<file path="src/rtl/reflex_responder_if.sv">
// Handshake bundle between the automated reflex player and its controller/tester.
// The master side requests runs and models the tester LED; the slave side is the responder.
interface reflex_responder_if;
    logic        go;
    logic        cheat;
    logic [15:0] delay_ms;
    logic [7:0]  hold_ms;
    logic        led;
    logic        start;
    logic        button;
    logic        busy;
    logic        done;
    logic        timeout;

    modport master (
        output go, cheat, delay_ms, hold_ms, led,
        input  start, button, busy, done, timeout
    );

    modport slave (
        input  go, cheat, delay_ms, hold_ms, led,
        output start, button, busy, done, timeout
    );
endinterface

</file>
<file path="src/rtl/reflex_responder.sv">
// Automated reflex-tester player: pulses start, waits for the LED (or not, in cheat mode),
// waits a programmable delay, then holds the button for a programmable time.
module reflex_responder #(
    parameter int TICKS_PER_MS = 50000,
    parameter int START_CYCLES = 4,
    parameter int TIMEOUT_MS   = 10000
) (
    input  logic               clk,
    input  logic               reset,
    reflex_responder_if.slave  bus
);
    localparam int TW = (TICKS_PER_MS > 1) ? $clog2(TICKS_PER_MS) : 1;
    localparam int SW = (START_CYCLES > 1) ? $clog2(START_CYCLES) : 1;
    localparam logic [TW-1:0] TICK_LAST    = TW'(TICKS_PER_MS - 1);
    localparam logic [SW-1:0] START_LAST   = SW'(START_CYCLES - 1);
    localparam logic [15:0]   TIMEOUT_LAST = 16'(TIMEOUT_MS - 1);

    typedef enum logic [2:0] {
        S_IDLE     = 3'd0,
        S_START    = 3'd1,
        S_WAIT_LED = 3'd2,
        S_DELAY    = 3'd3,
        S_PRESS    = 3'd4,
        S_FINISH   = 3'd5
    } state_t;

    state_t          state_q, state_d;
    logic [TW-1:0]   tick_q, tick_d, tick_adv_s;
    logic [15:0]     ms_q, ms_d, ms_adv_s;
    logic [SW-1:0]   start_cnt_q, start_cnt_d;
    logic            cheat_q, cheat_d;
    logic [15:0]     delay_q, delay_d;
    logic [7:0]      hold_q, hold_d;
    logic [15:0]     hold_last_s;
    logic            led_meta_q, led_sync_q;
    logic            start_q, start_d;
    logic            button_q, button_d;
    logic            busy_q, busy_d;
    logic            done_q, done_d;
    logic            timeout_q, timeout_d;

    assign bus.start   = start_q;
    assign bus.button  = button_q;
    assign bus.busy    = busy_q;
    assign bus.done    = done_q;
    assign bus.timeout = timeout_q;

    // Millisecond prescaler step: ms_adv_s advances once per TICKS_PER_MS cycles.
    always_comb begin
        if (tick_q == TICK_LAST) begin
            tick_adv_s = {TW{1'b0}};
            ms_adv_s   = ms_q + 16'd1;
        end else begin
            tick_adv_s = tick_q + TW'(1);
            ms_adv_s   = ms_q;
        end
    end

    // A hold of 0 ms behaves like 1 ms, so the last ms index is max(hold,1)-1.
    always_comb begin
        if (hold_q == 8'd0) begin
            hold_last_s = 16'd0;
        end else begin
            hold_last_s = {8'd0, hold_q} - 16'd1;
        end
    end

    // Next-state logic; every timed state entry clears the prescaler.
    always_comb begin
        state_d     = state_q;
        tick_d      = tick_q;
        ms_d        = ms_q;
        start_cnt_d = start_cnt_q;
        cheat_d     = cheat_q;
        delay_d     = delay_q;
        hold_d      = hold_q;
        timeout_d   = timeout_q;
        case (state_q)
            S_IDLE: begin
                if (bus.go) begin
                    cheat_d     = bus.cheat;
                    delay_d     = bus.delay_ms;
                    hold_d      = bus.hold_ms;
                    timeout_d   = 1'b0;
                    start_cnt_d = {SW{1'b0}};
                    state_d     = S_START;
                end else begin
                    state_d = S_IDLE;
                end
            end
            S_START: begin
                if (start_cnt_q == START_LAST) begin
                    tick_d  = {TW{1'b0}};
                    ms_d    = 16'd0;
                    state_d = cheat_q ? S_DELAY : S_WAIT_LED;
                end else begin
                    start_cnt_d = start_cnt_q + SW'(1);
                end
            end
            S_WAIT_LED: begin
                if (led_sync_q) begin
                    tick_d  = {TW{1'b0}};
                    ms_d    = 16'd0;
                    state_d = S_DELAY;
                end else if ((tick_q == TICK_LAST) && (ms_q == TIMEOUT_LAST)) begin
                    timeout_d = 1'b1;
                    state_d   = S_FINISH;
                end else begin
                    tick_d = tick_adv_s;
                    ms_d   = ms_adv_s;
                end
            end
            S_DELAY: begin
                // Checked at tick 0 of each ms, so delay 0 leaves after one cycle.
                if (ms_q == delay_q) begin
                    tick_d  = {TW{1'b0}};
                    ms_d    = 16'd0;
                    state_d = S_PRESS;
                end else begin
                    tick_d = tick_adv_s;
                    ms_d   = ms_adv_s;
                end
            end
            S_PRESS: begin
                if ((tick_q == TICK_LAST) && (ms_q == hold_last_s)) begin
                    state_d = S_FINISH;
                end else begin
                    tick_d = tick_adv_s;
                    ms_d   = ms_adv_s;
                end
            end
            S_FINISH: begin
                state_d = S_IDLE;
            end
            default: begin
                state_d = S_IDLE;
            end
        endcase
    end

    // Outputs are decoded from the next state so they register in step with it.
    always_comb begin
        start_d  = (state_d == S_START);
        button_d = (state_d == S_PRESS);
        busy_d   = (state_d != S_IDLE);
        done_d   = (state_d == S_FINISH);
    end

    // State, counters, latched run fields, LED synchronizer and registered outputs.
    always_ff @(posedge clk or posedge reset) begin
        if (reset) begin
            state_q     <= S_IDLE;
            tick_q      <= {TW{1'b0}};
            ms_q        <= 16'd0;
            start_cnt_q <= {SW{1'b0}};
            cheat_q     <= 1'b0;
            delay_q     <= 16'd0;
            hold_q      <= 8'd0;
            led_meta_q  <= 1'b0;
            led_sync_q  <= 1'b0;
            start_q     <= 1'b0;
            button_q    <= 1'b0;
            busy_q      <= 1'b0;
            done_q      <= 1'b0;
            timeout_q   <= 1'b0;
        end else begin
            state_q     <= state_d;
            tick_q      <= tick_d;
            ms_q        <= ms_d;
            start_cnt_q <= start_cnt_d;
            cheat_q     <= cheat_d;
            delay_q     <= delay_d;
            hold_q      <= hold_d;
            led_meta_q  <= bus.led;
            led_sync_q  <= led_meta_q;
            start_q     <= start_d;
            button_q    <= button_d;
            busy_q      <= busy_d;
            done_q      <= done_d;
            timeout_q   <= timeout_d;
        end
    end
endmodule

</file>
<file path="src/flat_wrapper.sv">
// flat-port wrapper written by rule: the top's interface ports become plain ports
module reflex_responder_flat 
#(
    parameter int TICKS_PER_MS = 50000,
    parameter int START_CYCLES = 4,
    parameter int TIMEOUT_MS   = 10000
)
  (clk, reset, bus_go, bus_cheat, bus_delay_ms, bus_hold_ms, bus_led, bus_start, bus_button, bus_busy, bus_done, bus_timeout);
  reflex_responder_if bus_i ();
  input  logic clk;
  input  logic reset;
  input wire logic [$bits(bus_i.go)-1:0] bus_go;
  input wire logic [$bits(bus_i.cheat)-1:0] bus_cheat;
  input wire logic [$bits(bus_i.delay_ms)-1:0] bus_delay_ms;
  input wire logic [$bits(bus_i.hold_ms)-1:0] bus_hold_ms;
  input wire logic [$bits(bus_i.led)-1:0] bus_led;
  output wire logic [$bits(bus_i.start)-1:0] bus_start;
  output wire logic [$bits(bus_i.button)-1:0] bus_button;
  output wire logic [$bits(bus_i.busy)-1:0] bus_busy;
  output wire logic [$bits(bus_i.done)-1:0] bus_done;
  output wire logic [$bits(bus_i.timeout)-1:0] bus_timeout;
  assign bus_i.go = bus_go;
  assign bus_i.cheat = bus_cheat;
  assign bus_i.delay_ms = bus_delay_ms;
  assign bus_i.hold_ms = bus_hold_ms;
  assign bus_i.led = bus_led;
  assign bus_start = bus_i.start;
  assign bus_button = bus_i.button;
  assign bus_busy = bus_i.busy;
  assign bus_done = bus_i.done;
  assign bus_timeout = bus_i.timeout;
  reflex_responder #(.TICKS_PER_MS(TICKS_PER_MS), .START_CYCLES(START_CYCLES), .TIMEOUT_MS(TIMEOUT_MS)) u_core (.clk(clk), .reset(reset), .bus(bus_i));
endmodule
</file>
<file path="config.mk">
export PLATFORM = sky130hd
export DESIGN_NAME = reflex_responder_flat
export DESIGN_NICKNAME = d
export VERILOG_FILES = /design/src/rtl/reflex_responder_if.sv /design/src/rtl/reflex_responder.sv /design/src/flat_wrapper.sv
export SDC_FILE = /design/constraint.sdc
export NUM_CORES = 1
export LEC_CHECK = 0
export BUFFER_PORTS_ARGS = -buffer_cell sky130_fd_sc_hd__buf_2
export CORE_ASPECT_RATIO = 1.4
export CORE_MARGIN = 3
export CORE_UTILIZATION = 40
export CTS_CLUSTER_SIZE = 8
export DETAILED_ROUTE_END_ITERATION = 8
export PLACE_DENSITY = 0.54
export SKIP_LAST_GASP = 1
export SLEW_MARGIN = 20
export SYNTH_ARGS = -nofsm -noshare
export SYNTH_HDL_FRONTEND = slang
export SYNTH_SLANG_ARGS = --single-unit
export TNS_END_PERCENT = 30
</file>
<file path="constraint.sdc">
create_clock -name clk -period 5.07 [get_ports clk]
set_input_delay 0.2535 -clock clk [delete_from_list [all_inputs] [get_ports clk]]
set_output_delay 0.2535 -clock clk [all_outputs]
set_load 0.02 [all_outputs]
</file>
==> results by group, run 1 <==
Run status
  – Outcome: finished, final reports clean

Clocking
  – Hold_buf cts: 0
  – Worst skew pair latency: 0.34 ns
  – Number of H-tree levels: 3
  – Post-CTS Resized: 0
  – Longest Clk Path Bufs: 2
  – Cts bufs inserted: 9
  – Clock Sinks: 69
  – Clock root buffer: clkbuf_16
  – TritonCTS clock tree: done
  – Post-CTS Repair Setup Buffers: 0
  – Worst-path clk slew: approximately 0.060 ns

Critical path
  – Critical path's slowest cell: or3_1
  – Crit path capture type: register
  – Worst stage delay on the critical path: between 0.5 and 0.6 ns
  – Critical Path RT: around 5.3 ns
  – Crit-path cells: inv_1, ha_1, nor3b_1, or4_1, and3_1, o22ai_2, nor4_4, buf_4, or3_1, o41ai_2
  – CP startpoint kind: register
  – CP Max Fanout: 19
  – Worst Path Class, Setup: reg2reg
  – Worst EP arrival: roughly 3.4 ns

GRT
  – Initial antenna violation count: 0
  – Global-route wire length before repair: about 15,000 µm
  – Largest net degree at the start of global routing: 70
  – Vias in the first global route: between 3,000 and 4,000
  – All-Layer GR Usage: 0.168
  – Total grt overflow: 0

Finish
  – P&R area growth vs syn: 13.9%
  – Number of inserted diodes: 0
  – Most frequent cells in the layout: 69 x dfrtp_1, 33 x buf_2, 24 x nand2_1
  – Final nets: 461
  – Share of layout cells above drive strength 1: 0.204
  – Non-Filler Cell Area, Final: between 4000 and 5000 µm²
  – Most common cell after layout, fill and taps aside: dfrtp_1

Timing
  – Max frequency: around 320 MHz
  – Tmin final: 3.14 ns
  – Post-route setup TNS: 0 ns
  – Final Cycle Share: 0.619
  – Max_slew headroom: 0.271
  – Worst Tran Pin Value: about 1.1 ns
  – Max Slew Vio Count: 0
  – RSZ-0062 raised after global routing: no
  – Worst Skew: about 0.008 ns
  – Final Setup Violations: 0
  – Fin. Hold Viols: 0
  – Hold WS: 0.0210 ns

Power and ir drop
  – Pwr Density: ~500 nW/µm²
  – Leakage power: between 0.0015 and 0.002 µW
  – Worst IR Drop VDD: 0.187 mV

Routing
  – Avg WL per Cell: 16.0 µm
  – Detailed Routing Iterations Pass 1: 6
  – Initial DRC count: 155
  – WL final: about 9000 µm
  – Via count: 3,191
  – Antenna viol nets, final: 0
  – Via density per instance: 5.66
  – DRC viols: 0

Synthesis
  – EDFF count, synth: 0
  – Yosys cell types: 63
  – Ys flop type: dfrtp_1
  – Sequential share of the synthesized area: 0.432
  – Cells after Synth: just over 400
  – Top post-synthesis cells by area: dfrtp_1 43%, mux2_2 6.5%, xnor2_1 3.7%
  – Synth Area per Inst: around 9.8 µm²
  – Asr flop ratio synth: 1.00
  – Largest area contributor in the netlist: dfrtp_1
  – Synth Register Bits: between 60 and 70
  – Post-synth top area share: 0.432
  – Synth warnings: 0
  – Synthesized Nets: 442
  – Synthesized area: between 3000 and 4000 µm²

Floorplanning
  – Core Rows: between 40 and 50
  – Starting density of the core: 0.415
  – Die Span X: 90.4 µm
  – Core area: 9620 µm²
  – Die Y: ~120 µm
  – Io pins: 34
  – Total die area: 11,200 µm²

Run
  – Maxcap violations: 0

Place
  – GPL Wtd Cong: ~0.80
  – PortBufs: 33
  – Cell area after placement: 4240 µm²
  – HPWL Detailed: 6240 µm

Worst hold path
  – Min-delay worst type: in2reg
==> layout make-up <==
type                            instances  area [µm²]
Clock buffer                           13         270
Inverter                               12        45.0
Timing Repair Buffer                   36         188
Multi-Input combinational cell        299        2110
Sequential cell                        69        1730
Fill cell                             929        5070
Clock inverter                          3        42.5
Tap cell                              132         165
==> state kept, by name, summed over array words and instances, names as in the netlist <==
register,flops
u_core.start_cnt_q,2
u_core.bus.busy,1
u_core.ms_q,16
u_core.state_q,3
u_core.bus.done,1
u_core.led_sync_q,1
u_core.bus.timeout,1
u_core.cheat_q,1
u_core.delay_q,16
u_core.tick_q,16
u_core.bus.button,1
u_core.bus.start,1
u_core.led_meta_q,1
u_core.hold_q,8
==> final timing paths <==
| kind | from | to | slack (ns) | cells after the start |
|---|---|---|---|---|
| max in group asynchronous | reset | u_core.tick_q[12] | 4.30 | 3 |
| min | bus_led | u_core.led_meta_q | 0.02 | 1 |
| max reg2reg | u_core.hold_q[0] | u_core.ms_q[6] | 1.93 | 10 |
| max | u_core.hold_q[0] | u_core.ms_q[6] | 1.93 | 10 |
| min in group asynchronous | reset | u_core.ms_q[12] | 0.19 | 3 |
| min reg2reg | u_core.led_meta_q | u_core.led_sync_q | 0.35 | 0 |
==> kinds of logic after synthesis <==
kind of cell / synth area share
compound gates: 0.179
xor+xnor: 0.0417
buf+inv: 0.0404
simple gates: 0.224
mux: 0.0674
flops: 0.432
fa+ha+maj: 0.0157
==> cell usage after synthesis (10+ instances only) <==
cell      number
nor3_1        10
dfrtp_1       69
o21ai_0       16
a21oi_1       15
mux2_2        23
inv_1         12
and3_1        17
nand2_1       24
clkbuf_1      23
xnor2_1       17
o31ai_1       17
a31oi_1       11
nand3_1       15
nor2_1        15
==> power breakdown <==
group / total, µW / internal, µW / switching (µW)
logic: 767 / 346 / 421
registers: 846 / 692 / 154
clock network: 649 / 420 / 229
==> metal layers <==
| metal | part of all wire | vias up | GRT usage | wire length (µm) |
|---|---|---|---|---|
| met5 | 0 | - | 0 | 0 |
| met4 | 0.019 | 0 | 0.0721 | 170 |
| met3 | 0.025 | 11 | 0.0297 | 224 |
| met2 | 0.50 | 37 | 0.270 | 4490 |
| met1 | 0.46 | 1580 | 0.222 | 4130 |
| li1 | - | 1563 | - | - |
==> stage by stage <==
step,util,power [µW],instances,worst slack (ns)
after floorplan,-,1460,408,2.39
after global placement,0.440,1610,548,1.96
after CTS,0.473,2290,564,1.91
after detailed placement,0.440,1630,548,1.92
after global routing,0.473,2430,564,1.65
final,0.473,2260,564,1.93
==> critical path: cells and delay by family, from the launching register on <==
kind	cells	cell delay [ns]
and+or+nand+nor	5	1.45
AOI/OAI and AO/OA	2	0.49
DFF	1	0.47
buffers and inverters	2	0.34
adders and majority gates	1	0.27
(Power assumes the default switching activity.)
==> run 2: changes to the inputs <==
clock period = 3.3 ns   (was 5.07 ns; I/O delays follow)
==> run 2 against run 1 <==
Effect of this change: cell count is 2.0% higher; sequential power increased by 54%; critical path type unchanged; non-clock buffer count up 11; via count grew 1.2%; combinational power grew 64%; highest routed layer unchanged; critical path depth decreased by 4; clock skew fell by 0.0020 ns.
==> results by group, run 2 (synthesis gave the netlist of run 1 again) <==
Clocking
  – Worst skew pair latency: 0.33 ns
  – Longest Clk Path Bufs: 2
  – Number of H-tree levels: 3
  – TritonCTS clock tree: done
  – Post-CTS Resized: 0
  – Clock root buffer: clkbuf_16
  – Cts bufs inserted: 9
  – Worst-path clk slew: 0.06 ns
  – Clock Sinks: 69

GRT
  – All-Layer GR Usage: 0.169
  – Met2 usage: 0.292
  – Total grt overflow: 0
  – M1 GR Usage: 0.204
  – Initial antenna violation count: 0
  – Global-route wire length before repair: between 15,000 and 20,000 µm
  – Top Usage Layer GRT: met2
  – Vias in the first global route: around 3,200
  – Met3 Use GR: 0.0248
  – Largest net degree at the start of global routing: 30

Timing
  – Post-route setup TNS: 0 ns
  – RSZ-0062 raised after global routing: no
  – Tmin final: 2.96 ns
  – Final Cycle Share: 0.898
  – Fin. Hold Viols: 0
  – Max frequency: between 300 and 400 MHz
  – Max_slew headroom: 0.330
  – Worst Tran Pin Value: 1.00 ns
  – Final Setup Violations: 0
  – Max Slew Vio Count: 0
  – Worst Skew: 0.00598 ns

Finish
  – Number of inserted diodes: 0
  – Final core area utilization: 0.483
  – Most frequent cells in the layout: 69 x dfrtp_1, 33 x buf_2, 24 x nand2_1
  – Final nets: between 400 and 500
  – Share of layout cells above drive strength 1: 0.214
  – P&R area growth vs syn: 16.3%
  – Most common cell after layout, fill and taps aside: dfrtp_1
  – Biggest regs: u_core.delay_q (16), u_core.ms_q (16), u_core.tick_q (16)
  – FILL cells: 946

Floorplanning
  – Die Span X: ~90 µm
  – Die Y: 124 µm
  – Total die area: 11,200 µm²
  – Core Rows: between 40 and 50
  – Starting density of the core: 0.415
  – Core area: about 9600 µm²
  – Io pins: 34

Routing
  – Avg WL per Cell: 15.7 µm
  – WL final: 9010 µm
  – Antenna viol nets, final: 0
  – Detailed Routing Iterations Pass 1: 4
  – Initial DRC count: about 160
  – Via count: 3,228
  – DRC viols: 0
  – Via density per instance: 5.61

Worst hold path
  – Hold depth: 3
  – Min-delay worst type: in2reg
  – Min-delay src: bus_hold_ms[1]
  – Hold EP: u_core.hold_q[1]

Place
  – HPWL Detailed: 6720 µm
  – PortBufs: 33
  – GPL Wtd Cong: 0.800

Critical path
  – Reg2Reg Setup Slack: 0.34 ns
  – Worst EP arrival: 3.16 ns
  – Critical Path RT: around 3.5 ns
  – Reg2reg start: u_core.tick_q[10]
  – CP Max Fanout: 10
  – Reg-to-Reg End: u_core.ms_q[4]
  – Worst Path Class, Setup: reg2reg
  – Register-to-Register Path Depth: 6
  – Crit path capture type: register
  – CP startpoint kind: register

Power and ir drop
  – Tot Pwr: 3560 µW
  – Leakage power: 0.00201 µW
  – Pwr Density: between 700 and 800 nW/µm²
  – Worst IR Drop VDD: between 0.3 and 0.4 mV

Run status
  – Outcome: finished, final reports clean

Run
  – Maxcap violations: 0
run 2: cell types whose count changed in the layout (fill, tap and decap cells not counted):
| cell | change |
|---|---|
| clkbuf_1 | +2 |
| bufinv_16 | +1 |
| buf_12 | +1 |
| clkbuf_8 | -3 |
| buf_4 | +8 |
| dlygate4sd3_1 | +2 |
run 2: worst max-delay path by stage:
| stage | end | slack (ns) | start | cells after the start |
|---|---|---|---|---|
| 2_1_floorplan | u_core.ms_q[6] | 0.62 | u_core.tick_q[10] | 8 |
| 6_report | u_core.ms_q[4] | 0.34 | u_core.tick_q[10] | 6 |
| 3_3_place_gp | u_core.ms_q[6] | 0.37 | u_core.tick_q[10] | 6 |
| 5_1_grt | u_core.ms_q[7] | 0.13 | u_core.hold_q[0] | 9 |
| 3_5_place_dp | u_core.ms_q[4] | 0.33 | u_core.tick_q[10] | 6 |
| 4_1_cts | u_core.ms_q[4] | 0.32 | u_core.tick_q[10] | 6 |
run 2: metal layers:
metal,vias to the layer above,wire [µm]
met2,49,4520
met4,0,269
met1,1570,3970
met5,-,0
li1,1589,-
met3,20,243
run 2: timing repair:
item	in CTS	in global routing
hold buffers	2	0
setup buffers	0	0
endpoints found under the hold margin	26	0
run 2: worst max-delay path, stage by stage, from the launching register on:
cell and delay (ns):
dfrtp_1 0.40, or4_1 0.57, or4_4 0.60, nor4_2 0.39
o221a_2 0.36, or3_1 0.38, o31ai_1 0.13
run 2: final cells by class:
class,count,area (µm²),share of cell area
multi-input combinational,299,2110,0.454
timing repair buffer,47,288,0.0620
clock inverter,4,72.6,0.0156
sequential,69,1730,0.372
clock buffer,12,236,0.0509
inverter,12,45.0,0.00970
tap,132,165,0.0356
run 2: through the flow:
step	cells	instance area, µm²	hold slack (ns)	worst slack (ns)
after global routing	575	4640	0.0439	0.130
after floorplan	408	3990	0.196	0.623
after global placement	557	4320	0.238	0.373
final	575	4640	0.0325	0.336
after CTS	575	4640	0.0243	0.317
after detailed placement	557	4320	0.247	0.332
run 2: report_power, final:
part           total [µW]  switching (µW)  internal (µW)
combinational        1260             663            592
sequential           1300             237           1060
clock                1000             343            661
